==> config.mk <==
export PLATFORM = sky130hd
export DESIGN_NAME = intersection_light_ctrl
export DESIGN_NICKNAME = d
export VERILOG_FILES = /design/src/rtl/intersection_light_ctrl_pkg.sv /design/src/rtl/intersection_light_ctrl_phase_timer.sv /design/src/rtl/intersection_light_ctrl.sv
export SDC_FILE = /design/constraint.sdc
export NUM_CORES = 1
export LEC_CHECK = 0
export ABC_AREA = 0
export CAP_MARGIN = 40
export CORE_MARGIN = 4
export CORE_UTILIZATION = 52
export DETAILED_ROUTE_END_ITERATION = 7
export MAX_ROUTING_LAYER = met4
export PLACE_DENSITY = 0.76
export RECOVER_POWER = 100
export SLEW_MARGIN = 10
export SYNTH_ARGS = -nofsm -noshare
export SYNTH_HDL_FRONTEND = slang
export SYNTH_SLANG_ARGS = --single-unit
==> constraint.sdc <==
create_clock -name clk -period 2.5 [get_ports clk]
set_clock_uncertainty 0.1 [all_clocks]
set_input_delay 0.375 -clock clk [delete_from_list [all_inputs] [get_ports clk]]
set_output_delay 0.375 -clock clk [all_outputs]
set_load 0.05 [all_outputs]
==> src/rtl/intersection_light_ctrl_pkg.sv <==
// rtl/intersection_light_ctrl_pkg.sv - light codes and phase encodings for the intersection scheduler
package intersection_light_ctrl_pkg;

    localparam logic [2:0] LIGHT_RED    = 3'b100;
    localparam logic [2:0] LIGHT_GREEN  = 3'b010;
    localparam logic [2:0] LIGHT_YELLOW = 3'b001;

    localparam int STATE_W = 3;

    typedef enum logic [STATE_W-1:0] {
        AR_NS     = 3'd0,
        NS_GREEN  = 3'd1,
        NS_YELLOW = 3'd2,
        AR_EW     = 3'd3,
        EW_GREEN  = 3'd4,
        EW_YELLOW = 3'd5
    } state_t;

endpackage

==> src/rtl/intersection_light_ctrl_phase_timer.sv <==
// rtl/intersection_light_ctrl_phase_timer.sv - loadable down-counter that saturates at zero
module intersection_light_ctrl_phase_timer #(
    parameter int CNT_W   = 8,
    parameter int RST_VAL = 0
) (
    input  logic             clk,
    input  logic             rst,
    input  logic             i_load,
    input  logic [CNT_W-1:0] i_load_val,
    output logic             o_expired
);

    logic [CNT_W-1:0] r_cnt;

    always_ff @(posedge clk or posedge rst) begin
        if (rst) begin
            r_cnt <= CNT_W'(RST_VAL);
        end else if (i_load) begin
            r_cnt <= i_load_val;
        end else if (r_cnt != '0) begin
            r_cnt <= r_cnt - 1'b1;
        end
    end

    assign o_expired = (r_cnt == '0);

endmodule

==> src/rtl/intersection_light_ctrl.sv <==
// rtl/intersection_light_ctrl.sv - NS/EW phase sequencer with sensor and pedestrian service
module intersection_light_ctrl
    import intersection_light_ctrl_pkg::*;
#(
    parameter int NS_GREEN_CYC = 8,
    parameter int EW_GREEN_CYC = 6,
    parameter int YELLOW_CYC   = 2,
    parameter int ALLRED_CYC   = 1,
    parameter int CNT_W        = 8
) (
    input  logic       clk,
    input  logic       rst,
    input  logic       ew_sensor,
    input  logic       ped_req,
    output logic [2:0] ns_light,
    output logic [2:0] ew_light,
    output logic       ped_walk,
    output logic [2:0] phase
);

    state_t           r_state;
    state_t           w_next;
    logic             r_ped_pending;
    logic             w_expired;
    logic             w_reload;
    logic             w_load;
    logic [CNT_W-1:0] w_load_val;
    logic [2:0]       r_ns_light;
    logic [2:0]       r_ew_light;
    logic             r_ped_walk;
    logic [2:0]       w_ns_light;
    logic [2:0]       w_ew_light;

    intersection_light_ctrl_phase_timer #(
        .CNT_W   (CNT_W),
        .RST_VAL (ALLRED_CYC - 1)
    ) u_timer (
        .clk        (clk),
        .rst        (rst),
        .i_load     (w_load),
        .i_load_val (w_load_val),
        .o_expired  (w_expired)
    );

    always_comb begin
        w_next   = r_state;
        w_reload = 1'b0;
        case (r_state)
            AR_NS:     if (w_expired) w_next = NS_GREEN;
            NS_GREEN:  if (w_expired && (ew_sensor || r_ped_pending)) w_next = NS_YELLOW;
            NS_YELLOW: if (w_expired) w_next = AR_EW;
            AR_EW:     if (w_expired) w_next = EW_GREEN;
            EW_GREEN:  if (w_expired) w_next = EW_YELLOW;
            EW_YELLOW: if (w_expired) w_next = AR_NS;
            default: begin
                w_next   = AR_NS;
                w_reload = 1'b1;
            end
        endcase
    end

    // Timer reloads on every phase change so the count always refers to the new phase.
    always_comb begin
        w_load = w_reload || (w_next != r_state);
        case (w_next)
            NS_GREEN:             w_load_val = CNT_W'(NS_GREEN_CYC - 1);
            EW_GREEN:             w_load_val = CNT_W'(EW_GREEN_CYC - 1);
            NS_YELLOW, EW_YELLOW: w_load_val = CNT_W'(YELLOW_CYC - 1);
            default:              w_load_val = CNT_W'(ALLRED_CYC - 1);
        endcase
    end

    always_comb begin
        w_ns_light = LIGHT_RED;
        w_ew_light = LIGHT_RED;
        case (w_next)
            NS_GREEN:  w_ns_light = LIGHT_GREEN;
            NS_YELLOW: w_ns_light = LIGHT_YELLOW;
            EW_GREEN:  w_ew_light = LIGHT_GREEN;
            EW_YELLOW: w_ew_light = LIGHT_YELLOW;
            default: begin
                w_ns_light = LIGHT_RED;
                w_ew_light = LIGHT_RED;
            end
        endcase
    end

    always_ff @(posedge clk or posedge rst) begin
        if (rst) begin
            r_state       <= AR_NS;
            r_ped_pending <= 1'b0;
            r_ns_light    <= LIGHT_RED;
            r_ew_light    <= LIGHT_RED;
            r_ped_walk    <= 1'b0;
        end else begin
            r_state    <= w_next;
            r_ns_light <= w_ns_light;
            r_ew_light <= w_ew_light;
            r_ped_walk <= (w_next == EW_GREEN);
            // Entering EW green serves the request, even one arriving on that same edge.
            if (w_next == EW_GREEN && r_state != EW_GREEN) begin
                r_ped_pending <= 1'b0;
            end else if (ped_req) begin
                r_ped_pending <= 1'b1;
            end
        end
    end

    assign ns_light = r_ns_light;
    assign ew_light = r_ew_light;
    assign ped_walk = r_ped_walk;
    assign phase    = r_state;

endmodule

# Word-level counts from Yosys, hierarchy flattened
# Index checks and enable logic that the tools add are counted.
dict set report totals {
  regBits 19
  latchBits 0
  ramBits 0
  rom_bits 0
  in_bits 4
  out_inout_bits 10
  wordCells 44
  memories 0
}
dict set report op_classes {
  addsub 1
  multipliers 0
  div_mod_pow 0
  magnitude_cmp 0
  n_eq_ne 11
  n_shift 0
  n_mux 15
  bitwise_logic 0
  n_reduce_logical 11
}
# op count
set ops {}
lappend ops {{3-bit 2-to-1 mux} 6}
lappend ops {{3-bit case mux with 6 select lines} 1}
lappend ops {{8-bit 2-to-1 mux} 2}
lappend ops {{3-bit equality test (second input constant)} 4}
lappend ops {{3-bit case mux with 2 select lines} 2}
lappend ops {{3-bit by 2-bit equality test with 1-bit output (second input constant)} 3}
lappend ops {{3-bit case mux with 3 select lines} 1}
lappend ops {{8-bit zero test} 1}
lappend ops {{8-bit nonzero test} 1}
lappend ops {{8-bit by 1-bit subtractor with 8-bit output (second input constant)} 1}
lappend ops {{3-bit by 1-bit equality test with 1-bit output (second input constant)} 2}
lappend ops {{6-bit OR reduction} 1}
lappend ops {{2-bit nonzero test} 2}
lappend ops {{3-bit zero test} 1}
lappend ops {{1-bit 2-to-1 mux} 3}
lappend ops {{3-bit != test} 1}
lappend ops {{3-bit != test (second input constant)} 1}
lappend ops {{1-bit logical AND} 2}
lappend ops {{1-bit logical OR} 2}
lappend ops {{2-bit OR reduction} 1}

# Logic depth before layout (Yosys ltp)
dict set report depth {
  word_depth 8
  depth_mapped 7
  ltp_nobuf 6
}

# Cells and area by module
# Synthesis repeated with hierarchy kept, for this count alone.
dict set report hier_totals {
  hier_cells 107
  area_unflattened_um2 1041.0
}
# mod instances cells_per_inst area_per_inst_um2 seq_area_each_um2
set modules_own_cells {}
lappend modules_own_cells {intersection_light_ctrl 1 51 544.3 277.8}
lappend modules_own_cells {intersection_light_ctrl_phase_timer 1 56 496.7 200.2}

# Least setup slack after synthesis
# Ideal clock, no wire load.
dict set report synth_path {
  path_type {register to register}
  from {register u_timer.r_cnt[0]}
  to {register u_timer.r_cnt[1]}
  setup_ns 0.124
  arrival_ns 1.610
  required_ns 2.276
  path_slack_ns 0.666
  stages_incl_launch_ff 8
  path_buffers 1
  synth_period_minus_slack_ns 1.834
  path_cell_list {dfrtp_1 -> inv_1 -> ha_1 -> nor3b_4 -> and2_1 -> buf_6 -> o21ai_2 -> a211o_1}
}
dict set report synth_via {
  elab_chain_len 8
  word_cells_on_any_way 22
  classes_between {add/sub (1); eq/ne (5); mux (10); reduce/logical (6)}
}
# element line
set synth_rtl {}
lappend synth_rtl {{start, declared} intersection_light_ctrl_phase_timer.sv:13} ;# logic [CNT_W-1:0] r_cnt;
lappend synth_rtl {{start signal, assigned} intersection_light_ctrl_phase_timer.sv:17} ;# r_cnt <= CNT_W'(RST_VAL);
lappend synth_rtl {{start signal, assigned} intersection_light_ctrl_phase_timer.sv:19} ;# r_cnt <= i_load_val;
lappend synth_rtl {{start signal, assigned} intersection_light_ctrl_phase_timer.sv:21} ;# r_cnt <= r_cnt - 1'b1;
lappend synth_rtl {{8-bit zero test} intersection_light_ctrl_phase_timer.sv:25} ;# assign o_expired = (r_cnt == '0);
lappend synth_rtl {{1-bit logical AND} intersection_light_ctrl.sv:50} ;# NS_GREEN: if (w_expired && (ew_sensor || r_ped_pending)) w_next = NS_YELLOW;
lappend synth_rtl {{3-bit 2-to-1 mux} intersection_light_ctrl.sv:50}
lappend synth_rtl {{3-bit case mux with 6 select lines} intersection_light_ctrl.sv:48} ;# case (r_state)
lappend synth_rtl {{3-bit equality test or 3-bit by 2-bit equality test with 1-bit output (tied branches)} intersection_light_ctrl.sv:65} ;# case (w_next)
lappend synth_rtl {{2-bit OR reduction} intersection_light_ctrl.sv:65}
lappend synth_rtl {{3-bit case mux with 3 select lines} intersection_light_ctrl.sv:65}
lappend synth_rtl {{8-bit 2-to-1 mux} intersection_light_ctrl_phase_timer.sv:18} ;# end else if (i_load) begin
# Several ways; a longest one is shown, not always the timed one. The select of a mux whose other input is x is not followed.
# A chain may end at the register's enable or synchronous reset.

# Worst setup path in the final report
dict set report layout_path {
  from {register r_state[0] (netlist: phase[0])}
  to {output port phase[0]}
}
# element line
set layout_rtl {}
lappend layout_rtl {{start, declared} intersection_light_ctrl.sv:21} ;# state_t r_state;
lappend layout_rtl {{start signal, assigned} intersection_light_ctrl.sv:96} ;# r_state <= w_next;
lappend layout_rtl {{end, declared} intersection_light_ctrl.sv:18} ;# output logic [2:0] phase
# No word-level cell between the ends.

==> metrics.md <==
| Metric | Value |
|---|---|
| Cell row count | `15` |
| CP bufs+invs | `1` |
| Synth area leader | `dfrtp_1` |
| Non-Filler Instances | `141` |
| DRT iter0 DRCs | `29` |
| Worst Setup End Kind | `primary output` |
| Width of the die | `52.0 microns` |
| Syn nets | `109` |
| Detail Placement HPWL | `1.42 mm` |
| Slew @ Worst Pin | `0.702 ns` |
| GR Util All Layers | `16.1%` |
| Yosys warnings | `0` |
| Post-CTS Setup Bufs | `0` |
| Final Hold Vio Count | `0` |
| RD Place Congestion | `0.857` |
| PortBufs | `13` |
| Most frequent cell after synthesis | `dfrtp_1` |
| Sequential share of the synthesized area | `47.4%` |
| ANT cells | `0` |
| Worst Path Class, Setup | `reg -> out` |
| Drc violations | `0` |
| Hold buffers post-CTS | `0` |
| Area share of the largest cell type after synthesis | `42.2%` |
| Worst setup SP type | `flip-flop` |
| Fillers | `151` |
| Via count | `759` |
| Die area | `2710 sq um` |
| Worst Path Arrival | `1.81 ns` |
| Syn_area_per_cell | `9.79 sq um` |
| Final net count | `123` |
| FF-to-FF End | `u_timer.r_cnt[1]` |
| Synth top cells by count | `17 x dfrtp_1, 16 x nor2_1, 10 x nand2_1` |
| Slowest stage cell on the critical path | `dlygate4sd3_1` |
| CTS sink cnt | `19` |
| Max-slew headroom | `53.1%` |
| Post-synth ARST share | `100%` |
| Cell Chain, Critical Path | `dlygate4sd3_1` |
| Synthesized flop and latch total | `19` |
| Total negative slack | `0 ns` |
| Boundary Pins | `14` |
| Synth Flop Type | `dfrtp_1` |
| Status | `finished clean` |
| Post-synth EDFFs | `0` |
| Max-slew violations | `0` |
| CP delay by family, top | `buffers and inverters` |
| Root Driver | `clkbuf_4` |
| Final ANT Viol Nets | `0` |
| Reg2Reg Depth | `6` |
| First-pass GRT wire length | `3.19 mm` |
| Routed WL | `1.89 mm` |
| Initial Util | `56.6%` |
| DR WL/cell | `13.4 microns` |
| Syn Inst Count | `103` |
| CTS Buf Count | `3` |
| Reg clk slew, reported paths | `0.11 ns` |
| Maximum clock path buffer count | `2` |
| CTS tree | `built` |
| Pwr Density | `1160 nW/um^2` |
| Max VDD drop | `0.624 mV` |
| Unrepaired setup endpoints after global routing | `false` |
| Congestion Overflow GR | `0` |
| CTS HTree Levels | `1` |
| Die Height | `52.0 microns` |
| Hold Startpoint | `u_timer.r_cnt[0]` |
| Vias per std cell | `5.38` |
| Share of cells above drive strength 1 | `8.62%` |
| Max Cap Violations | `0` |
| CP peak stage delay | `0.93 ns` |
| 1st-pass router iterations | `4` |
| Top cells by area, synth | `dfrtp_1 42%, nor2_1 6.0%, dfstp_2 5.2%, a21oi_1 4.5%, nand2_1 3.7%` |
| Dpl cells | `137` |
| Period utilization | `91.3%` |
| Hold Path Sink | `u_timer.r_cnt[0]` |
| Post_cts resized | `0` |
| Synthesized cell area | `1010 sq um` |
| Number of global-route vias before repair | `710` |
| Cells on Worst Hold Path | `1` |
| FF-to-FF setup slack | `0.40 ns` |
| Area Growth Syn to Fin | `13.8%` |
| Largest net degree at the start of global routing | `20` |
| Core footprint | `1780 sq um` |
| Netlist cell types | `35` |
| F_max | `438 MHz` |
| Clock Latency Late Sink | `0.29 ns` |
| Min cycle time layout | `2.28 ns` |
| Hold Crit Class | `reg -> reg` |
| Crit Path Max Fanout | `12` |
| Final setup vio count | `0` |
| CP required | `2.03 ns` |
| Initial antenna violation count | `0` |
| Worst r2r src | `u_timer.r_cnt[0]` |
| Static leakage | `0.501 nW` |
[registers in the layout, summed over array words and instances (netlist names)]
signal	count
phase	3
ped_walk	1
u_timer.r_cnt	8
r_ped_pending	1
ew_light	3
ns_light	3
[layout make-up]
cell class | count | area, sq um | area share [%]
clock buffer | 3 | 22.5 | 1.96
timing repair buffer | 14 | 138 | 12.0
sequential | 19 | 478 | 41.7
clock inverter | 1 | 5.00 | 0.436
tap | 25 | 31.3 | 2.73
inverter | 4 | 15.0 | 1.31
multi-input combinational | 75 | 458 | 39.9
[cells in the final DEF, fill, tap and decap left out, drive strengths merged, types with 2 or more instances in the layout]
cell	netlist	layout
nor3	6	6
nor2	16	16
dfrtp	17	17
mux2i	3	3
dfstp	2	2
or3	3	3
inv	4	4
dlygate4sd3	0	11
nor3b	2	2
clkbuf	3	3
ha	2	2
o31ai	2	2
nor4	2	2
clkdlybuf4s50	0	2
nor2b	2	2
xnor2	3	3
a21oi	9	9
nand3	2	2
nand2	10	10
a211oi	2	2
[kinds of logic (layout without fill, tap and decap cells)]
| family | Yosys count | in the layout | share of synthesized area [%] |
|---|---|---|---|
| compound gates | 20 | 20 | 14.1 |
| xor+xnor | 3 | 3 | 2.61 |
| fa+ha+maj | 2 | 2 | 2.48 |
| buf+inv | 9 | 22 | 4.22 |
| flops | 19 | 19 | 47.4 |
| mux | 3 | 3 | 2.98 |
| simple gates | 47 | 47 | 26.2 |
[worst max-delay path by stage]
stage,from,end,slack [ns],cells past startpoint
after global placement,u_timer.r_cnt[0],u_timer.r_cnt[7],0.54,6
after floorplan,u_timer.r_cnt[0],u_timer.r_cnt[1],0.67,7
final,phase[0],phase[0],0.22,1
after detailed placement,u_timer.r_cnt[0],u_timer.r_cnt[7],0.48,6
after CTS,phase[0],phase[0],0.23,1
after global routing,phase[0],phase[0],0.15,1
[layer usage]
| metal | wire (microns) | track usage, % | vias to the layer above |
|---|---|---|---|
| li1 | - | - | 383 |
| met1 | 841 | 22.6 | 349 |
| met2 | 911 | 23.8 | 25 |
| met3 | 117 | 2.58 | 2 |
| met4 | 17 | 5.24 | 0 |
| met5 | 0 | - | - |
[report_power, final]
group,internal (mW),switching (mW),total [mW]
clock,0.0595,0.0945,0.154
combinational,0.248,0.383,0.631
sequential,0.414,0.131,0.545
[metrics by stage]
| step | util (%) | area [sq um] | total power, mW | worst slack [ns] | hold WS, ns |
|---|---|---|---|---|---|
| floorplan | - | 1010 | 1.07 | 0.666 | 0.225 |
| global placement | 64.5 | 1150 | 1.21 | 0.544 | 0.379 |
| detailed placement | 64.5 | 1150 | 1.24 | 0.482 | 0.410 |
| CTS | 66.0 | 1180 | 1.38 | 0.229 | 0.419 |
| global route | 64.4 | 1150 | 1.43 | 0.154 | 0.488 |
| finish | 64.4 | 1150 | 1.33 | 0.218 | 0.429 |
Note: power is estimated with default switching activity, not from simulation.
